## src/rtl/conv_job_scheduler.sv

```systemverilog
// rtl/conv_job_scheduler.sv - two-requester job front end for the 2D convolution engine
// Arbitrates, validates geometry, computes O by repeated subtraction, then loads/runs the engine.
module conv_job_scheduler #(
  parameter int Width   = 16,
  parameter int TIMEOUT = 8191
) (
  input  logic             CLK,
  input  logic             RST,
  input  logic             req0_valid,
  input  logic [23:0]      req0_cfg,
  output logic             req0_ready,
  input  logic             req1_valid,
  input  logic [23:0]      req1_cfg,
  output logic             req1_ready,
  output logic             fetch_sel,
  output logic [5:0]       fetch_addr,
  output logic             fetch_a_en,
  output logic             fetch_b_en,
  input  logic [Width-1:0] mem_a_rdata,
  input  logic [Width-1:0] mem_b_rdata,
  output logic             eng_rst,
  output logic [5:0]       eng_N1,
  output logic [5:0]       eng_M1,
  output logic [5:0]       eng_S1,
  output logic [5:0]       eng_P1,
  output logic [5:0]       eng_O1,
  output logic [Width-1:0] eng_a_in,
  output logic [Width-1:0] eng_b_in,
  input  logic [Width-1:0] eng_final_out,
  input  logic             eng_done,
  output logic             res_valid,
  output logic [Width-1:0] res_data,
  output logic             res_id,
  output logic             resp_valid,
  output logic             resp_id,
  output logic [1:0]       resp_err,
  output logic             busy
);

  typedef enum logic [2:0] {
    S_IDLE, S_CHECK, S_DIV, S_REJECT, S_ENG_RST, S_LOAD, S_RUN, S_RESP
  } state_t;

  localparam logic [12:0] TMO_LAST = 13'(TIMEOUT - 1);

  state_t      state, state_n;
  logic        prefer, grant_r;
  logic [5:0]  n_r, m_r, s_r, p_r, o_r, q_r;
  logic [7:0]  rem_r;
  logic [6:0]  k_r, beats_r;
  logic [12:0] tcnt_r;
  logic        seen_r;
  logic [1:0]  err_r;

  logic        any_req, gnt;
  logic [23:0] cfg_sel;
  logic [7:0]  np;
  logic [15:0] np_sq;
  logic [11:0] m_sq, n_sq, o_sq, o_next_sq;
  logic [5:0]  o_next;
  logic        cfg_bad, div_step, run_done, run_tmo;

  // Both requesting: serve the one not served last; otherwise serve whoever asks.
  assign any_req = (req0_valid | req1_valid) & ~RST;
  assign gnt     = (req0_valid & req1_valid) ? prefer : ~req0_valid;
  assign cfg_sel = gnt ? req1_cfg : req0_cfg;

  assign np        = {2'b00, n_r} + {1'b0, p_r, 1'b0};
  assign np_sq     = {8'd0, np} * {8'd0, np};
  assign m_sq      = {6'd0, m_r} * {6'd0, m_r};
  assign n_sq      = {6'd0, n_r} * {6'd0, n_r};
  assign o_sq      = {6'd0, o_r} * {6'd0, o_r};
  assign o_next    = q_r + 6'd1;
  assign o_next_sq = {6'd0, o_next} * {6'd0, o_next};
  assign cfg_bad   = (n_r == 6'd0) || (m_r == 6'd0) || (s_r == 6'd0) ||
                     ({2'b00, m_r} > np) || (np_sq > 16'd64) || (m_sq > 12'd64);
  assign div_step  = rem_r >= {2'b00, s_r};
  assign run_done  = eng_done && (({5'd0, beats_r} + 12'd1) == o_sq);
  assign run_tmo   = ~eng_done & ~seen_r & (tcnt_r == TMO_LAST);

  always_ff @(posedge CLK) begin
    if (RST) begin
      state   <= S_IDLE;
      prefer  <= 1'b0;
      grant_r <= 1'b0;
      n_r     <= '0;
      m_r     <= '0;
      s_r     <= '0;
      p_r     <= '0;
      o_r     <= '0;
      q_r     <= '0;
      rem_r   <= '0;
      k_r     <= '0;
      beats_r <= '0;
      tcnt_r  <= '0;
      seen_r  <= 1'b0;
      err_r   <= '0;
    end else begin
      state <= state_n;
      case (state)
        S_IDLE: begin
          if (any_req) begin
            grant_r <= gnt;
            prefer  <= ~gnt;
            {n_r, m_r, s_r, p_r} <= cfg_sel;
          end
        end
        S_CHECK: begin
          rem_r <= np - {2'b00, m_r};
          q_r   <= '0;
        end
        S_DIV: begin
          if (div_step) begin
            rem_r <= rem_r - {2'b00, s_r};
            q_r   <= q_r + 6'd1;
          end else begin
            o_r <= o_next;
          end
        end
        S_ENG_RST: begin
          k_r     <= '0;
          beats_r <= '0;
          tcnt_r  <= '0;
          seen_r  <= 1'b0;
        end
        S_LOAD: k_r <= k_r + 7'd1;
        S_RUN: begin
          // The watchdog only guards the wait for the first result beat.
          if (eng_done) begin
            beats_r <= beats_r + 7'd1;
            seen_r  <= 1'b1;
          end else if (!seen_r) begin
            tcnt_r <= tcnt_r + 13'd1;
          end
          err_r <= run_tmo ? 2'd2 : 2'd0;
        end
        default: begin
        end
      endcase
    end
  end

  always_comb begin
    state_n    = state;
    req0_ready = 1'b0;
    req1_ready = 1'b0;
    fetch_a_en = 1'b0;
    fetch_b_en = 1'b0;
    fetch_addr = '0;
    eng_rst    = 1'b1;
    res_valid  = 1'b0;
    res_data   = '0;
    resp_valid = 1'b0;
    resp_err   = 2'd0;
    case (state)
      S_IDLE: begin
        if (any_req) begin
          req0_ready = ~gnt;
          req1_ready = gnt;
          state_n    = S_CHECK;
        end
      end
      S_CHECK: state_n = cfg_bad ? S_REJECT : S_DIV;
      S_DIV: begin
        if (!div_step)
          state_n = ((rem_r != 8'd0) || (o_next_sq > 12'd64)) ? S_REJECT : S_ENG_RST;
      end
      S_REJECT: begin
        resp_valid = 1'b1;
        resp_err   = 2'd1;
        state_n    = S_IDLE;
      end
      S_ENG_RST: state_n = S_LOAD;
      S_LOAD: begin
        eng_rst = 1'b0;
        // One extra cycle after the last fetch lets the final read data reach the engine.
        if ({5'd0, k_r} < n_sq) begin
          fetch_a_en = 1'b1;
          fetch_b_en = {5'd0, k_r} < m_sq;
          fetch_addr = k_r[5:0];
        end else begin
          state_n = S_RUN;
        end
      end
      S_RUN: begin
        eng_rst   = 1'b0;
        res_valid = eng_done;
        res_data  = eng_done ? eng_final_out : '0;
        if (run_done || run_tmo) state_n = S_RESP;
      end
      S_RESP: begin
        resp_valid = 1'b1;
        resp_err   = err_r;
        state_n    = S_IDLE;
      end
      default: state_n = S_IDLE;
    endcase
  end

  assign busy      = (state != S_IDLE);
  assign fetch_sel = grant_r;
  assign res_id    = grant_r;
  assign resp_id   = grant_r;
  assign eng_N1    = n_r;
  assign eng_M1    = m_r;
  assign eng_S1    = s_r;
  assign eng_P1    = p_r;
  assign eng_O1    = o_r;
  assign eng_a_in  = mem_a_rdata;
  assign eng_b_in  = mem_b_rdata;

endmodule

```

## config.mk

```make
export PLATFORM = sky130hd
export DESIGN_NAME = conv_job_scheduler
export DESIGN_NICKNAME = d
export VERILOG_FILES = /design/src/rtl/conv_job_scheduler.sv
export SDC_FILE = /design/constraint.sdc
export NUM_CORES = 1
export LEC_CHECK = 0
export BUFFER_PORTS_ARGS = -buffer_cell sky130_fd_sc_hd__buf_2
export CORE_MARGIN = 5
export CORE_UTILIZATION = 55
export CTS_CLUSTER_DIAMETER = 30
export DETAILED_ROUTE_END_ITERATION = 7
export PLACE_DENSITY_LB_ADDON = 0.25
export REMOVE_ABC_BUFFERS = 1
export SLEW_MARGIN = 20
export SYNTH_ARGS = -nofsm -noshare
export SYNTH_HDL_FRONTEND = slang
export SYNTH_SLANG_ARGS = --single-unit
```

## constraint.sdc

```tcl
create_clock -name CLK -period 9.4 [get_ports CLK]
set_clock_uncertainty 0.2 [all_clocks]
set_input_delay 1.88 -clock CLK [delete_from_list [all_inputs] [get_ports CLK]]
set_output_delay 1.88 -clock CLK [all_outputs]
set_load 0.02 [all_outputs]
```

==> results.md, run 1 <==
- RR Endpoint: state[0]
- Final clock period utilization by the worst path: 79.4%
- Number of global-route vias before repair: slightly above 8000
- Synth cell count leaders: nor2_1, inv_1, ha_1
- Synth unique cells: slightly below 80
- Drt pass-1 iters: 5
- Static leakage: around 5.2 nW
- Clock period minus worst slack: roughly 7500 ps
- Slowest cell on crit path: a21oi_1
- Number of antenna repair diodes: 0
- Clk root buf: clkbuf_16
- Status: finished, final reports clean
- Worst Path Class, Setup: reg -> out
- Num Clock Sinks: around 80
- Mean area per synthesized cell: between 7 and 8 µm²
- Layout cells sized above 1: 13.9%
- Synth warnings: 0
- Post-Synthesis Cells: 1198
- Dpl hpwl: roughly 19 mm
- Tightest Pin Transition: around 1100 ps
- CTS buffer count: 9
- DRT Wirelength: about 23 mm
- Routed WL per cell: 15.5 µm
- Unrepaired setup endpoints after global routing: no
- Top fanout value on the critical path: 12
- Startpoint types: flip-flop
- CP cell instances: nand2_1 -> fa_1 -> fa_1 -> fa_1 -> inv_1 -> ha_1 -> nand3b_1 -> nor2b_1 -> xnor2_1 -> ha_1 -> nor4_1 -> o21ai_1 -> o2111ai_1 -> nor3_1 -> a21oi_1 -> and2_1 -> buf_2
- Port Buffers: 133
- Arr. time, crit path: 5380 ps
- H-tree depth: 3
- Hold Path Depth: 2
- Ys flop type: dfxtp_1
- # DRC: 0
- Clk slew on worst S/H paths: roughly 60 ps
- Final ANT Viol Nets: 0
- CP most frequent cell: fa_1
- Synthesized area: around 9600 µm²
- Hold Path End: rem_r[4]
- Setup TNS: 0 ps
- Relative slew slack: between 20% and 30%
- Top-area cell type share of the netlist area: roughly 16%
- Seq/Total Area, Yosys: 16.3%
- # resized after CTS: 0
- Multiplexer share of the synthesized area: between 3 and 4%
- Final Hold Viols: 0
- FF-to-FF setup slack: between 2000 and 2500 ps
- Overall power: approximately 2.5 mW
- Final core utilization: between 60% and 70%
- Clock buffer depth: 2
- Die height: around 140 µm
- Fmax achieved: 134 MHz
- Synth Area in Simple Gates: 22.0%
- Vias: around 8400
- Total grt overflow: 0
- Net Sw Power: 1.18 mW
- Area Growth Syn to Fin: 10.5%
- Critical path's largest stage delay: a little over 800 ps
- Setup bufs post-CTS: 0
- Adder-Cell Fraction of Synth Area: roughly 27%
- Power share of the combinational group: 63.3%
- Initial core utilization: between 50% and 60%
- Final slew viol count: 0
- Flop pwr share: a little under a fifth
- Initial antenna violation count: 0
- Worst Hold Launch: rem_r[4]
- VDD IR-drop max: roughly 0.14 mV
- Max-Cap Viols: 0
- Yosys top cell by area: dfxtp_1
- Hold_buf cts: 0
- Initial DRC Count: ~370
- Synth area leaders: dfxtp_1, ha_1, fa_1, nor2_1, inv_1
- FFs w/ async S/R, synth: 0%
- Largest family of logic cells by synthesized area: adder cells
- Clock Power Share: around 18%
- R2R depth: 23
- Die width: roughly 140 µm
- Xor/xnor cell area share of the yosys netlist: under 10%
- Clock latency on the worst-skew pair: ~350 ps
- Largest net degree at the start of global routing: 67
- RR Startpoint: eng_N1[1]
- Number of flops mapped to enable cells by yosys: 0
- Post-DR vias/cell: roughly 5.6
- Net Sw Frac: 46.9%
- Worst Path Required: roughly 7300 ps
- Power Dens Cells: approximately 240 nW/µm²
- Layout Nets: roughly 1600
- Setup violators final: 0
- Row count: 48
- Hold Path Class: reg -> reg
- Synth Area in Compound Gates: approximately 16%
- Most numerous cell in the Yosys netlist: nor2_1
- GRT Total Usage: between 20% and 30%
- Die area: 20100 µm²
- Placer Congestion: 0.876
- Pint: approximately 1.3 mW
- First-pass GRT wire length: a little under 40 mm
- Crit. End Element: primary output
- TritonCTS clock tree: yes
- Core ar.: between 15000 and 20000 µm²
- Yosys reg bits: slightly below 80
- I/O pins: slightly below 200
worst max path at each step:
stage	startpoint	to	cells after the start
3_3_place_gp	eng_N1[0]	fetch_addr[4]	17
3_5_place_dp	eng_N1[1]	state[0]	23
4_1_cts	eng_N1[0]	fetch_addr[1]	17
6_report	eng_N1[0]	fetch_addr[1]	17
5_1_grt	eng_N1[0]	fetch_addr[3]	17
2_1_floorplan	req0_valid	req1_ready	2
layer usage:
| metal | GRT usage [%] | wire (µm) | share of wire [%] |
|---|---|---|---|
| met1 | 30.7 | 10400 | 44 |
| met2 | 38.8 | 10800 | 46 |
| met3 | 5.12 | 1640 | 7.0 |
| met4 | 7.02 | 525 | 2.2 |
| met5 | 1.50 | 27 | 0.12 |
placed cells by master, fill, tap and decap left out, types with 5 or more instances in the layout:
cell / instances
inv_1: 118
or4_1: 9
clkbuf_16: 9
xnor2_1: 42
buf_2: 133
mux2i_1: 28
a21oi_1: 71
o21a_1: 11
nor2_1: 142
nand3b_1: 5
nor2b_1: 18
nor3_1: 25
and3_1: 8
dfxtp_1: 78
o211ai_1: 5
and2_1: 61
ha_1: 112
o22ai_1: 5
o21ai_0: 35
a21o_1: 14
fa_1: 59
o21ai_1: 10
nand4_1: 11
nand3_1: 23
or2_2: 5
o21bai_1: 6
buf_4: 6
nor4_1: 8
a211oi_1: 32
nand2_1: 75
nand2b_1: 9
xor2_1: 29
registers in the layout, summed over array words and instances, names as in the netlist:
signal	cells
seen_r	1
k_r	7
eng_P1	6
rem_r	8
q_r	6
eng_O1	6
tcnt_r	13
state	3
eng_N1	6
prefer	1
fetch_sel	1
err_r	1
beats_r	7
eng_S1	6
eng_M1	6
stage by stage:
stage	cell area, µm²	std cells	hold slack (ps)	setup slack, ps
final	10600	1508	287	1940
after global routing	10600	1508	298	1560
after CTS	10600	1508	286	1960
after detailed placement	10200	1492	275	2340
after global placement	10200	1492	266	2420
after floorplan	9160	1128	239	2250
area by class of cell:
cell class                 count  area [µm²]
tap                          225         282
timing repair buffer         139         711
inverter                     121         454
fill                        1554        6630
multi-input combinational    929        7160
sequential                    78        1560
clock buffer                  11         253
clock inverter                 5         129
worst max-delay path, delay by kind of cell (launching register included):
family / cells / cell delay, ps
AOI/OAI and AO/OA: 3 / 1020
adders and majority gates: 5 / 2120
and+or+nand+nor: 6 / 1000
xor gates and xnor gates: 1 / 120
buffers and inverters: 2 / 210
DFF: 1 / 550
power by group through the flow:
stage	Combinational, mW	Sequential [mW]	Clock [mW]
finish	1.59	0.478	0.447
global route	1.82	0.488	0.465
CTS	1.60	0.476	0.453
detailed placement	1.58	0.484	0
global placement	1.56	0.480	0
floorplan	1.17	0.494	0
kinds of logic (layout without fill, tap and decap cells):
| group | count (synthesis) | in the layout |
|---|---|---|
| and+or+nand+nor | 423 | 423 |
| AOI/OAI and AO/OA | 231 | 231 |
| buffers and inverters | 192 | 276 |
| adders and majority gates | 171 | 171 |
| DFF | 78 | 78 |
| xor gates and xnor gates | 72 | 72 |
| muxes | 30 | 30 |
| other | 1 | 2 |
(Power assumes the default switching activity.)
==> inputs of run 2 (changes only) <==
--- a/config.mk
+++ b/config.mk
@@ -7,7 +7,7 @@
 export LEC_CHECK = 0
 export BUFFER_PORTS_ARGS = -buffer_cell sky130_fd_sc_hd__buf_2
 export CORE_MARGIN = 5
-export CORE_UTILIZATION = 55
+export CORE_UTILIZATION = 52
 export CTS_CLUSTER_DIAMETER = 30
 export DETAILED_ROUTE_END_ITERATION = 7
 export PLACE_DENSITY_LB_ADDON = 0.25
==> constraint.sdc (replaced) <==
create_clock -name CLK -period 6.8 [get_ports CLK]
set_clock_uncertainty 0.2 [all_clocks]
set_input_delay 1.36 -clock CLK [delete_from_list [all_inputs] [get_ports CLK]]
set_output_delay 1.36 -clock CLK [all_outputs]
set_load 0.02 [all_outputs]
==> run 2 against run 1 <==
Final cell count up 0.86%. First-iteration DRC count decreased by 5.8%. Combinational power grew 43%. Critical path depth increased by 6. Flip-flop and latch count is the same. Hold slack worse by 5.7 ps. Clock power grew 3%. Clock-buffer cell count decreased by 1. Utilization down 2.9 points. Total power increased by 34%. Routed wire length is 1.2% higher. Global-route usage decreased by 1.8 points.
==> results.md, run 2 (same netlist as run 1, synthesis figures left out) <==
- Status: finished, final reports clean
- Placed inst area: 10200 µm² (+0.71%)
- H-tree depth: 3 (unchanged)
- R2R depth: 23 (unchanged)
- Relative slew slack: 50.4% (+21 points)
- Max reg flops: 13 (unchanged)
- Static leakage: 5.22 nW (-0.13%)
- Largest reg by FF count: tcnt_r
- VDD IR-drop max: 0.199 mV (+43%)
- Unrepaired setup endpoints after global routing: no
- Commonest cells after routing, fill and taps aside: nor2_1, buf_2, inv_1
- I/O pins: 198 (unchanged)
- Total grt overflow: 0 (unchanged)
- Top Registers: tcnt_r x13, rem_r x8
- Startpoint types: flip-flop
- Setup violators final: 0 (unchanged)
- Row count: 49 (+2.1%)
- First-pass GRT wire length: 39.2 mm (+0.81%)
- Die height: 146 µm (+2.6%)
- Placer Congestion: 0.881 (+0.54%)
- Layout cells sized above 1: 14.9% (+0.99 points)
- Vias: 8375 (-0.29%)
- Fill cells: 1672 (+7.6%)
- Die width: 146 µm (+2.6%)
- Initial DRC Count: 344 (-5.8%)
- DRT Wirelength: 23.7 mm (+1.2%)
- TritonCTS clock tree: yes
- GRT Total Usage: 21.6% (-1.8 points)
- Initial core utilization: 53.0% (-2.6 points)
- Port Buffers: 133 (unchanged)
- Final Hold Viols: 0 (unchanged)
- Core ar.: 18000 µm² (+4.9%)
- Area of the multi-input gates: 7180 µm² (+0.31%)
- Capture point of the worst path: state[0]
- Final slew viol count: 0 (unchanged)
- Post-DR vias/cell: 5.51 (-1.1%)
- Tightest Pin Transition: 743 ps (-317 ps)
- Largest net degree at the start of global routing: 66 (-1.5%)
- Max-Cap Viols: 0 (unchanged)
- Drt pass-1 iters: 5 (unchanged)
- Clock latency on the worst-skew pair: 350 ps (about the same)
- Setup TNS: 0 ps (unchanged)
- Num Clock Sinks: 78 (unchanged)
- Commonest non-fill, non-tap cell in the layout: nor2_1
- Hold Path Class: reg -> reg
- Area Growth Syn to Fin: 10.4% (about the same)
- Final ANT Viol Nets: 0 (unchanged)
- Clk root buf: clkbuf_16
- Overall power: 3.38 mW (+34%)
- Clock buffer depth: 2 (unchanged)
- Worst Path Required: 6830 ps (-490 ps)
- Fmax achieved: roughly 150 MHz
- RR Startpoint: eng_N1[1]
- RR Endpoint: state[0]
- Crit. End Element: flip-flop
- Arr. time, crit path: 6540 ps (+1160 ps)
- Initial antenna violation count: 0 (unchanged)
- Final core utilization: 58.5% (-2.9 points)
- Design Area, Final: 10500 µm² (about the same)
- Register area: 1560 µm² (about the same)
- Die area: 21200 µm² (+5.4%)
- Number of global-route vias before repair: 8254 (+0.45%)
- Worst Path Class, Setup: reg -> reg
- Hold Path Depth: 2 (unchanged)
- Hold_buf cts: 0 (unchanged)
- Routed WL per cell: 15.6 µm (+0.29%)
- Dpl hpwl: 18.9 mm (+1.1%)
- FF-to-FF setup slack: 280 ps (-2000 ps)
- Power Dens Cells: 321 nW/µm² (+34%)
- CTS buffer count: 9 (unchanged)
- # DRC: 0 (unchanged)
- Final clock period utilization by the worst path: around 96%
- Clk slew on worst S/H paths: 70 ps (about the same)
- Layout Nets: 1559 (+0.58%)
- Number of antenna repair diodes: 0 (unchanged)
- Critical path startpoint: eng_N1[1]
- Clock period minus worst slack: between 6000 and 7000 ps
- Top fanout value on the critical path: 7 (-5)
[run 2: cell count changes in the layout (fill, tap and decap cells not counted), sizes merged]
cell,before,now
buf,139,148
bufinv,4,0
clkinv,1,3
clkinvlp,0,2
clkbuf,11,10
inv,121,122
[run 2: area by class of cell]
cell class	count	area share [%]
Clock inverter	6	0.439
Inverter	121	4.31
Timing Repair Buffer	148	7.38
Tap cell	229	2.72
Sequential cell	78	14.8
Multi-Input combinational cell	929	68.2
Clock buffer	10	2.17
[run 2: what timing repair did]
item / CTS / global route
buffers inserted: 0 / 0
endpoints found under the setup margin: 0 / 1
resized for setup: 0 / 7
[run 2: through the flow]
| stage | setup slack (ps) | hold slack [ps] | instances |
|---|---|---|---|
| after floorplan | 311 | 239 | 1128 |
| after global placement | 393 | 263 | 1505 |
| after detailed placement | 256 | 268 | 1505 |
| after CTS | 236 | 279 | 1521 |
| after global routing | 10.6 | 318 | 1521 |
| final | 284 | 281 | 1521 |
[run 2: worst min path at each step]
stage,startpoint,endpoint,slack (ps)
finish,rem_r[4],rem_r[4],280
global route,rem_r[0],rem_r[0],320
CTS,rem_r[4],rem_r[4],280
detailed placement,rem_r[4],rem_r[4],270
global placement,rem_r[4],rem_r[4],260
floorplan,rem_r[0],rem_r[0],240
[run 2: where the power goes]
group	total, mW	switching (mW)	internal (mW)
clock network	0.461	0.212	0.250
logic	2.28	1.35	0.929
registers	0.639	0.108	0.530
total	3.38	1.67	1.71
[run 2: per-layer routing]
| layer | global-route usage, % | routed length (µm) | vias up |
|---|---|---|---|
| met5 | 2.05 | 25 | - |
| met4 | 2.66 | 122 | 2 |
| met3 | 6.10 | 1690 | 18 |
| met2 | 36.3 | 11000 | 241 |
| met1 | 28.4 | 10900 | 3884 |
| li1 | - | - | 4230 |
[run 2: worst max-delay path, stage by stage (launching register included)]
cell and delay [ps]:
dfxtp_1 310, ha_1 230, fa_1 450, a21o_1 210
a21oi_1 220, xor2_1 250, inv_2 140, nand2_1 130
inv_1 60, fa_1 470, fa_1 550, inv_1 60
fa_1 500, fa_1 540, inv_1 40, ha_1 340
o21ai_2 200, a21boi_1 130, a21oi_2 180, nor2_1 70
or4_1 460, o21a_1 110, o31a_1 240, o311a_1 320
==> inputs of run 3 (changes only) <==
--- a/config.mk
+++ b/config.mk
@@ -7,7 +7,7 @@
 export LEC_CHECK = 0
 export BUFFER_PORTS_ARGS = -buffer_cell sky130_fd_sc_hd__buf_2
 export CORE_MARGIN = 5
-export CORE_UTILIZATION = 52
+export CORE_UTILIZATION = 55
 export CTS_CLUSTER_DIAMETER = 30
 export DETAILED_ROUTE_END_ITERATION = 7
 export PLACE_DENSITY_LB_ADDON = 0.25
==> constraint.sdc (replaced) <==
create_clock -name CLK -period 8.03 [get_ports CLK]
set_clock_uncertainty 0.2 [all_clocks]
set_input_delay 1.606 -clock CLK [delete_from_list [all_inputs] [get_ports CLK]]
set_output_delay 1.606 -clock CLK [all_outputs]
set_load 0.02 [all_outputs]
==> run 3 against run 2 <==
Total power fell by 15%. Hold slack improved by 5.5 ps. Combinational power shrank 18%. Utilization grew 2.6 points. Via count increased by 0.90%. Critical path depth is the same. Die area is 5.1% lower. Largest power group unchanged. Highest routed layer is now met4.
==> results.md, run 3 (same netlist as run 1, synthesis figures left out) <==
- Status: finished, final reports clean
- Vias: 8450 (+0.90%)
- # DRC: 0 (unchanged)
- Area Growth Syn to Fin: 9.81%
- Row count: 48 (-2.0%)
- Fmax achieved: 145 MHz (-5.3%)
- Worst Path Required: 8070 ps (+1240 ps)
- Hold Path Depth: 2 (unchanged)
- Port Buffers: 133 (unchanged)
- Static leakage: 5.19 nW (-0.65%)
- Tightest Pin Transition: 758 ps (+15.1 ps)
- Power share of the combinational group: 64.8% (-2.7 points)
- Worst Hold Launch: rem_r[4]
- Clock Power Share: 15.8% (+2.2 points)
- Core ar.: 17200 µm² (-4.7%)
- R2R depth: 23 (unchanged)
- Fill cells: 1526 (-8.7%)
- Clock buffer depth: 2 (unchanged)
- Setup violators final: 0 (unchanged)
- Post-DR vias/cell: 5.61 (+1.8%)
- Register area: 1560 µm² (about the same)
- Number of global-route vias before repair: 8128 (-1.5%)
- Startpoint types: flip-flop
- # resized after CTS: 0 (unchanged)
- Hold Path End: rem_r[4]
- Die height: 142 µm (-2.6%)
- Layout cells sized above 1: 13.9% (-0.98 points)
- Top fanout value on the critical path: 10 (+3)
- Design Area, Final: 10500 µm² (-0.50%)
- Setup bufs post-CTS: 0 (unchanged)
- Dpl hpwl: 18.8 mm (-0.69%)
- Top Registers: tcnt_r x13, rem_r x8
- Relative slew slack: 49.4% (-1.0 points)
- Routed WL per cell: 15.6 µm (+0.48%)
- VDD IR-drop max: 0.175 mV (-12%)
- Net Sw Power: 1.40 mW (-16%)
- Total grt overflow: 0 (unchanged)
- First-pass GRT wire length: 39.1 mm (-0.32%)
- TritonCTS clock tree: yes
- Clk root buf: clkbuf_16
- Power Dens Cells: 275 nW/µm² (-14%)
- Worst Path Class, Setup: reg -> reg
- Area of the multi-input gates: 7170 µm² (-0.26%)
- RR Endpoint: state[0]
- I/O pins: 198 (unchanged)
- Layout Nets: 1549 (-0.64%)
- Die area: 20100 µm² (-5.1%)
- Flop pwr share: 19.4% (+0.5 points)
- Final ANT Viol Nets: 0 (unchanged)
- Max reg flops: 13 (unchanged)
- Commonest cells after routing, fill and taps aside: nor2_1, buf_2, inv_1
- Final slew viol count: 0 (unchanged)
- Die width: 142 µm (-2.6%)
- DRT Wirelength: 23.6 mm (-0.45%)
- Clock latency on the worst-skew pair: 360 ps (about the same)
- Drt pass-1 iters: 4 (-1)
- Commonest non-fill, non-tap cell in the layout: nor2_1
- Hold_buf cts: 0 (unchanged)
- Num Clock Sinks: 78 (unchanged)
- Largest net degree at the start of global routing: 66 (unchanged)
- CTS buffer count: 9 (unchanged)
- Net Sw Frac: 48.7% (-0.81 points)
- Unrepaired setup endpoints after global routing: no
- Max-Cap Viols: 0 (unchanged)
- Initial antenna violation count: 0 (unchanged)
- Placed inst area: 10200 µm² (-0.78%)
- Setup TNS: 0 ps (unchanged)
- RR Startpoint: eng_N1[1]
- Placer Congestion: 0.958 (+8.8%)
- Number of antenna repair diodes: 0 (unchanged)
- Initial core utilization: 55.6% (+2.6 points)
- Initial DRC Count: 433 (+26%)
- Clk slew on worst S/H paths: 60 ps (about the same)
- Clock period minus worst slack: 6880 ps (+365 ps)
- Crit. End Element: flip-flop
- FF-to-FF setup slack: 1150 ps (+860 ps)
- Largest reg by FF count: tcnt_r
- Hold Path Class: reg -> reg
- GRT Total Usage: 23.7% (+2.1 points)
- H-tree depth: 3 (unchanged)
- Arr. time, crit path: 6920 ps (+380 ps)
- Final Hold Viols: 0 (unchanged)
- Pint: 1.48 mW (-13%)
- Final clock period utilization by the worst path: 85.7% (-10 points)
-- run 3: layout make-up --
type	instances	share of cell area (%)
inverters	121	4.33
clock inverters	7	0.930
flip-flops and latches	78	14.9
clock buffers	9	2.15
repair buffers	138	6.70
well taps	225	2.68
multi-input cells	929	68.3
-- run 3: how the worst max path moves through the flow --
| stage | startpoint | end | slack (ps) |
|---|---|---|---|
| final | eng_N1[1] | state[0] | 1150 |
| after global routing | eng_N1[1] | state[0] | 720 |
| after CTS | eng_N1[0] | fetch_addr[1] | 820 |
| after detailed placement | eng_N1[1] | state[0] | 1180 |
| after global placement | eng_N1[1] | state[0] | 1370 |
| after floorplan | req0_valid | req1_ready | 1430 |
-- run 3: worst max-delay path, cell delays in order (launching register included) --
cell and delay [ps]:
dfxtp_1 410, ha_1 280, fa_1 440, a21o_1 200, a21oi_1 210, xor2_1 430, inv_2 170, nand2_1 130
inv_1 60, fa_1 460, fa_1 540, inv_1 50, fa_1 500, fa_1 540, inv_1 40, ha_1 230
nor3_1 240, o2111ai_1 180, a21oi_1 220, nor2_1 70, or4_1 460, o21a_1 120, o31a_1 230, o311a_1 330
-- run 3: metal layers --
metal | GRT usage [%] | wire (µm)
met5 | 1.50 | 0
met4 | 6.21 | 374
met3 | 5.36 | 1570
met1 | 31.4 | 10700
met2 | 39.1 | 10900
-- run 3: through the flow --
stage               power, mW  hold WS [ps]  std cells  utilization [%]  setup WS [ps]
global route             3.17           332       1507             61.1            721
global placement         2.37           264       1491             59.2           1370
detailed placement       2.41           274       1491             59.2           1180
floorplan                1.95           239       1128                -           1430
CTS                      2.88           284       1507             61.0            820
finish                   2.88           287       1507             61.1           1150
-- run 3: power groups by stage --
stage               registers, mW  logic, mW  clock network, mW
global route                0.575       2.12              0.475
CTS                         0.559       1.86              0.461
floorplan                   0.578       1.37                  0
detailed placement          0.567       1.84                  0
finish                      0.560       1.87              0.455
global placement            0.563       1.81                  0
